### config.mk
export PLATFORM = sky130hd
export DESIGN_NAME = acct_prog_master
export DESIGN_NICKNAME = d
export VERILOG_FILES = /design/src/rtl/acct_prog_master.sv
export SDC_FILE = /design/constraint.sdc
export NUM_CORES = 1
export LEC_CHECK = 0
export BUFFER_PORTS_ARGS = -buffer_cell sky130_fd_sc_hd__buf_2
export CAP_MARGIN = 10
export CORE_AREA = 2 2 150 152
export CTS_BUF_LIST = sky130_fd_sc_hd__clkbuf_16
export DETAILED_ROUTE_END_ITERATION = 10
export DIE_AREA = 0 0 152 154
export PLACE_DENSITY_LB_ADDON = 0.1
export SLEW_MARGIN = 0
export SYNTH_ARGS = -nofsm -noshare
export SYNTH_HDL_FRONTEND = slang
export SYNTH_SLANG_ARGS = --single-unit
### constraint.sdc
create_clock -name clk_i -period 8.82 [get_ports clk_i]
set_input_delay 2.646 -clock clk_i [delete_from_list [all_inputs] [get_ports clk_i]]
set_output_delay 2.646 -clock clk_i [all_outputs]
set_load 0.005 [all_outputs]
### src/rtl/acct_prog_master.sv
// Programs NB_WORDS access-control words over AXI4-Lite, reads each one back,
// and reports done or the first failure (bad response, mismatch, timeout).
//
// state | meaning
// IDLE  | waiting for start_i; error flags held
// WR    | AW and W issued together, each dropped after its own handshake
// WRESP | waiting for the B response of the current word
// RD    | AR issued for the current word
// RRESP | waiting for read data, compared against the programmed word
// FIN   | one-cycle done pulse, then back to IDLE
`timescale 1ns/1ps
module acct_prog_master #(
  parameter int unsigned                AXI_ADDR_WIDTH = 64,
  parameter logic [AXI_ADDR_WIDTH-1:0]  BASE_ADDR      = '0,
  parameter int unsigned                NB_WORDS       = 3,
  parameter int unsigned                TIMEOUT        = 255
) (
  input  logic                         clk_i,
  input  logic                         rst_i,
  input  logic                         start_i,
  input  logic [32*NB_WORDS-1:0]       cfg_i,
  output logic [AXI_ADDR_WIDTH-1:0]    awaddr_o,
  output logic                         awvalid_o,
  input  logic                         awready_i,
  output logic [63:0]                  wdata_o,
  output logic [7:0]                   wstrb_o,
  output logic                         wvalid_o,
  input  logic                         wready_i,
  input  logic [1:0]                   bresp_i,
  input  logic                         bvalid_i,
  output logic                         bready_o,
  output logic [AXI_ADDR_WIDTH-1:0]    araddr_o,
  output logic                         arvalid_o,
  input  logic                         arready_i,
  input  logic [63:0]                  rdata_i,
  input  logic [1:0]                   rresp_i,
  input  logic                         rvalid_i,
  output logic                         rready_o,
  output logic                         busy_o,
  output logic                         done_o,
  output logic                         err_o,
  output logic [1:0]                   err_code_o,
  output logic [2:0]                   err_idx_o
);

  localparam logic [7:0] TMR_LOAD = 8'(TIMEOUT - 1);
  localparam logic [2:0] LAST_IDX = 3'(NB_WORDS - 1);

  typedef enum logic [2:0] {IDLE, WR, WRESP, RD, RRESP, FIN} state_e;

  state_e                  state_q, state_d;
  logic [2:0]              idx_q, idx_d;
  logic [7:0]              tmr_q, tmr_d;
  logic                    aw_done_q, aw_done_d;
  logic                    w_done_q, w_done_d;
  logic                    err_q, err_d;
  logic [1:0]              err_code_q, err_code_d;
  logic [2:0]              err_idx_q, err_idx_d;
  logic [7:0][31:0]        cfg_q, cfg_d, cfg_in;
  logic                    fail;
  logic [1:0]              fail_code;
  logic                    aw_hs, w_hs;
  logic [31:0]             cur_word;
  logic [AXI_ADDR_WIDTH-1:0] cur_addr;
  logic                    unused_rdata_hi;

  for (genvar g = 0; g < 8; g++) begin : g_cfg
    if (g < NB_WORDS) begin : g_used
      assign cfg_in[g] = cfg_i[32*g +: 32];
    end else begin : g_pad
      assign cfg_in[g] = '0;
    end
  end

  assign cur_word        = cfg_q[idx_q];
  assign cur_addr        = BASE_ADDR + AXI_ADDR_WIDTH'({idx_q, 3'b000});
  assign unused_rdata_hi = ^rdata_i[63:32];

  assign awvalid_o  = (state_q == WR) && !aw_done_q;
  assign wvalid_o   = (state_q == WR) && !w_done_q;
  assign awaddr_o   = awvalid_o ? cur_addr : '0;
  assign wdata_o    = wvalid_o ? {32'h0, cur_word} : 64'h0;
  assign wstrb_o    = wvalid_o ? 8'h0F : 8'h00;
  assign bready_o   = (state_q == WRESP);
  assign arvalid_o  = (state_q == RD);
  assign araddr_o   = arvalid_o ? cur_addr : '0;
  assign rready_o   = (state_q == RRESP);
  assign busy_o     = (state_q == WR) || (state_q == WRESP) ||
                      (state_q == RD) || (state_q == RRESP);
  assign done_o     = (state_q == FIN);
  assign err_o      = err_q;
  assign err_code_o = err_code_q;
  assign err_idx_o  = err_idx_q;

  assign aw_hs = awvalid_o && awready_i;
  assign w_hs  = wvalid_o && wready_i;

  always_ff @(posedge clk_i or posedge rst_i) begin
    if (rst_i) begin
      state_q    <= IDLE;
      idx_q      <= '0;
      tmr_q      <= '0;
      aw_done_q  <= 1'b0;
      w_done_q   <= 1'b0;
      err_q      <= 1'b0;
      err_code_q <= '0;
      err_idx_q  <= '0;
      cfg_q      <= '0;
    end else begin
      state_q    <= state_d;
      idx_q      <= idx_d;
      tmr_q      <= tmr_d;
      aw_done_q  <= aw_done_d;
      w_done_q   <= w_done_d;
      err_q      <= err_d;
      err_code_q <= err_code_d;
      err_idx_q  <= err_idx_d;
      cfg_q      <= cfg_d;
    end
  end

  always_comb begin
    state_d    = state_q;
    idx_d      = idx_q;
    tmr_d      = tmr_q;
    aw_done_d  = aw_done_q;
    w_done_d   = w_done_q;
    err_d      = err_q;
    err_code_d = err_code_q;
    err_idx_d  = err_idx_q;
    cfg_d      = cfg_q;
    fail       = 1'b0;
    fail_code  = 2'b00;

    case (state_q)
      IDLE: begin
        if (start_i) begin
          state_d    = WR;
          idx_d      = '0;
          tmr_d      = TMR_LOAD;
          aw_done_d  = 1'b0;
          w_done_d   = 1'b0;
          err_d      = 1'b0;
          err_code_d = 2'b00;
          err_idx_d  = '0;
          cfg_d      = cfg_in;
        end
      end
      WR: begin
        if (aw_hs) aw_done_d = 1'b1;
        if (w_hs)  w_done_d  = 1'b1;
        if ((aw_done_q || aw_hs) && (w_done_q || w_hs)) begin
          state_d = WRESP;
          tmr_d   = TMR_LOAD;
        end else if (aw_hs || w_hs) begin
          tmr_d = TMR_LOAD;
        end else if (tmr_q == 8'd0) begin
          fail      = 1'b1;
          fail_code = 2'b11;
        end else begin
          tmr_d = tmr_q - 8'd1;
        end
      end
      WRESP: begin
        if (bvalid_i) begin
          if (bresp_i != 2'b00) begin
            fail      = 1'b1;
            fail_code = 2'b01;
          end else begin
            state_d = RD;
            tmr_d   = TMR_LOAD;
          end
        end else if (tmr_q == 8'd0) begin
          fail      = 1'b1;
          fail_code = 2'b11;
        end else begin
          tmr_d = tmr_q - 8'd1;
        end
      end
      RD: begin
        if (arready_i) begin
          state_d = RRESP;
          tmr_d   = TMR_LOAD;
        end else if (tmr_q == 8'd0) begin
          fail      = 1'b1;
          fail_code = 2'b11;
        end else begin
          tmr_d = tmr_q - 8'd1;
        end
      end
      RRESP: begin
        if (rvalid_i) begin
          if (rresp_i != 2'b00) begin
            fail      = 1'b1;
            fail_code = 2'b01;
          end else if (rdata_i[31:0] != cur_word) begin
            fail      = 1'b1;
            fail_code = 2'b10;
          end else if (idx_q == LAST_IDX) begin
            state_d = FIN;
          end else begin
            // next word starts with a fresh write; its read waits for its B
            state_d   = WR;
            idx_d     = idx_q + 3'd1;
            tmr_d     = TMR_LOAD;
            aw_done_d = 1'b0;
            w_done_d  = 1'b0;
          end
        end else if (tmr_q == 8'd0) begin
          fail      = 1'b1;
          fail_code = 2'b11;
        end else begin
          tmr_d = tmr_q - 8'd1;
        end
      end
      FIN:     state_d = IDLE;
      default: state_d = IDLE;
    endcase

    if (fail) begin
      state_d    = IDLE;
      err_d      = 1'b1;
      err_code_d = fail_code;
      err_idx_d  = idx_q;
    end
  end

endmodule

==> results.py <==
metrics = {
    "clock_network": {
        "cts_buffers": 17,
        "insertion_delay_ns": 0.42,
        "cts_tree": "yes",
        "cts_sinks": 118,
        "clkSlewWorstSetupHoldPaths_ns": 0.06,
        "clockBufferDepth": 2,
        "root_buffer": "clkbuf_16",
        "ctsHoldBuffers": 0,
        "htree_num_levels": 4,
        "cts_setup_buffers": 0,
        "cts_resized": 0,
    },
    "run": {
        "drv_cap": 0,
    },
    "power_and_ir_drop": {
        "power.share.clock_pct": 24.0,
        "p_leak_nw": 4.886,
        "internal-power_mw": 1.754,
        "vdd_drop_max_uv": 136.3,
        "finalPower_mw": 3.044,
        "power_density_mw_per_mm2": 330.1,
        "p_switching_mw": 1.290,
        "p_comb_share_pct": 44.7,
        "switching_share_pct": 42.39,
        "seqPwrFrac_pct": 31.3,
    },
    "die": {
        "core_area_mm2": 0.02169,
        "die_w_um": 152,
        "rows": 54,
        "start_util_pct": 37.08,
        "fp.dieH_um": 154,
        "die_area_mm2": 0.02341,
        "ios": 385,
    },
    "placement": {
        "port_buffers": 194,
        "dp_hpwl_um": 17080,
        "dp_slack_ns": 3.474,
        "placed_cells": 1428,
        "place.gp.congestion": 0.7712,
    },
    "detailed_routing": {
        "route.vias.total": 6790,
        "met3WireLength_um": 1176,
        "vias_per_cell": 4.648,
        "first_pass_iters": 4,
        "first_iter_violations": 244,
        "highest_layer": "met5",
        "drt_wl_total_um": 23510,
        "post_drt_wl_per_cell_um": 16.09,
        "wl_met2_um": 11230,
        "remaining_drc_errors": 0,
        "ant_nets": 0,
        "wl_met1_um": 10760,
    },
    "synth": {
        "synth_cells": 1001,
        "ys_types": 66,
        "yosysSeqAreaShare_pct": 36.71,
        "synth_flop_cell": "dfrtp_1",
        "ys_top_cells_by_count": "nand2_1 (309), buf_4 (163), dfrtp_1 (118), nor2_1 (61), clkbuf_1 (33)",
        "synth_seq_cells": 118,
        "synth_top_cell_area_share_pct": 36.71,
        "synth_most_common_cell": "nand2_1",
        "synth-async-reset-ratio_pct": 100.0,
        "yosysTopAreaCell": "dfrtp_1",
        "syn_area_mm2": 0.008043,
        "synth-edff-count": 0,
        "yosys_warnings": 0,
        "synth.avg_cell_area_um2": 8.035,
        "synthTopCellsByArea": "dfrtp_1 (37%), buf_4 (15%), nand2_1 (14%), nor2_1 (2.8%), mux2i_1 (2.4%)",
    },
    "layout": {
        "syn_to_final_growth_pct": 14.65,
        "final_cells": 1461,
        "drive_above_1_share_pct": 22.22,
        "nets": 1342,
    },
    "sta": {
        "hold_viol_final": 0,
        "finClkSkew_ns": 0.01025,
        "setup_viol": 0,
        "rsz0062_at_grt": "no",
        "period_share_pct": 64.68,
        "tightest_slew_ns": 1.168,
        "fin_tns_setup_ns": 0,
        "setup_ws_ns": 3.115,
        "slew-limit-headroom_pct": 21.91,
        "drv_slew": 0,
        "post-route-min-period_ns": 5.705,
        "fmax_ghz": 0.1753,
    },
    "grt": {
        "gr-total-overflow": 0,
        "grt_max_degree": 81,
        "antenna_found_initial": 3,
        "grt_pass1_wl_um": 35740,
        "track_usage_pct": 19.61,
        "grt_pass1_vias": 6357,
    },
    "critical_path": {
        "end_kind": "primary output",
        "crit_type": "reg2out",
        "rr_endpoint": "err_idx_o[1]",
        "cp_data_arrival_time_ns": 3.06,
        "reg2reg_depth": 10,
        "ff2ff_setup_slack_ns": 4.66,
        "r2r_start": "idx_q[1]",
        "cp_max_fo": 26,
        "cp.required_ns": 6.17,
        "crit_path_start_kind": "register",
    },
    "worst_hold_path": {
        "min_path_type": "reg2reg",
        "min_from": "cfg_q[52]",
        "whs_endpoint": "cfg_q[52]",
        "min_path_cells": 2,
    },
    "status": {
        "status": "completed",
    },
}
## cells by family after synthesis
kind of cell / share of synthesized area [%]
compound gates: 11.39
xor+xnor: 1.851
fa+ha+maj: 0.4668
buf+inv: 18.75
flops: 36.71
mux: 5.445
other cells: 0.04663
simple gates: 25.34
## cells in the final DEF, fill, tap and decap left out, drive strengths merged, types with 14 or more instances in the layout
cell    netlist  final
nor2         61     61
dfrtp       118    118
nand2       309    309
o21ai        21     21
mux2         21     21
buf         180    203
mux2i        19     19
clkbuf       33     17
a21oi        32     32
inv          15     16
nor3         19     19
a22oi        14     14
conb          1    158
## metal layers
layer / track usage [%] / vias up
li1: - / 3339
met1: 26.13 / 3193
met4: 4.940 / 2
met2: 32.48 / 238
met3: 4.284 / 18
met5: 0 / -
## how the worst max path moves through the flow
stage / endpoint / cells past startpoint / start
after floorplan: aw_done_q / 1 / rst_i
after global placement: wdata_o[29] / 7 / state_q[2]
after detailed placement: wdata_o[29] / 7 / state_q[2]
after CTS: wdata_o[29] / 7 / state_q[2]
after global routing: wdata_o[29] / 7 / state_q[2]
final: wdata_o[29] / 7 / state_q[2]
## layout make-up
class / count / area (um2)
multi-input combinational: 811 / 4199
tap: 280 / 350.3
fill: 2296 / 12470
sequential: 118 / 2954
clock inverter: 14 / 186.4
antenna: 2 / 5.005
inverter: 16 / 62.56
timing repair buffer: 203 / 1039
clock buffer: 17 / 425.4
## metrics by stage
step	util (%)	hold WS (ns)	instance area (um2)
after floorplan	-	0.4379	8632
after detailed placement	39.67	0.4550	8605
after CTS	42.49	0.4693	9216
after global routing	42.51	0.4870	9219
final	42.52	0.4653	9221
after global placement	39.67	0.4510	8605
## worst max-delay path, stage by stage (launching register included)
cell      delay [ns]
dfrtp_1         0.52
clkinv_1        0.36
nand3b_1        0.29
nor2_1          0.06
buf_4           0.20
nand2_1         0.87
nor2_1          0.15
buf_2           0.19
## power by group through the flow
stage / Combinational (mW) / Sequential (mW) / Clock, mW
2_1_floorplan: 1.07 / 0.889 / 0
3_3_place_gp: 1.37 / 0.961 / 0
3_5_place_dp: 1.38 / 0.966 / 0
4_1_cts: 1.38 / 0.957 / 0.743
5_1_grt: 1.54 / 0.988 / 0.765
6_report: 1.36 / 0.953 / 0.731
## registers in the layout (all words and copies together), names as in the netlist
register,count
err_o,1
tmr_q,8
cfg_q,96
idx_q,3
err_code_o,2
state_q,3
aw_done_q,1
w_done_q,1
err_idx_o,3
(Power assumes the default switching activity.)
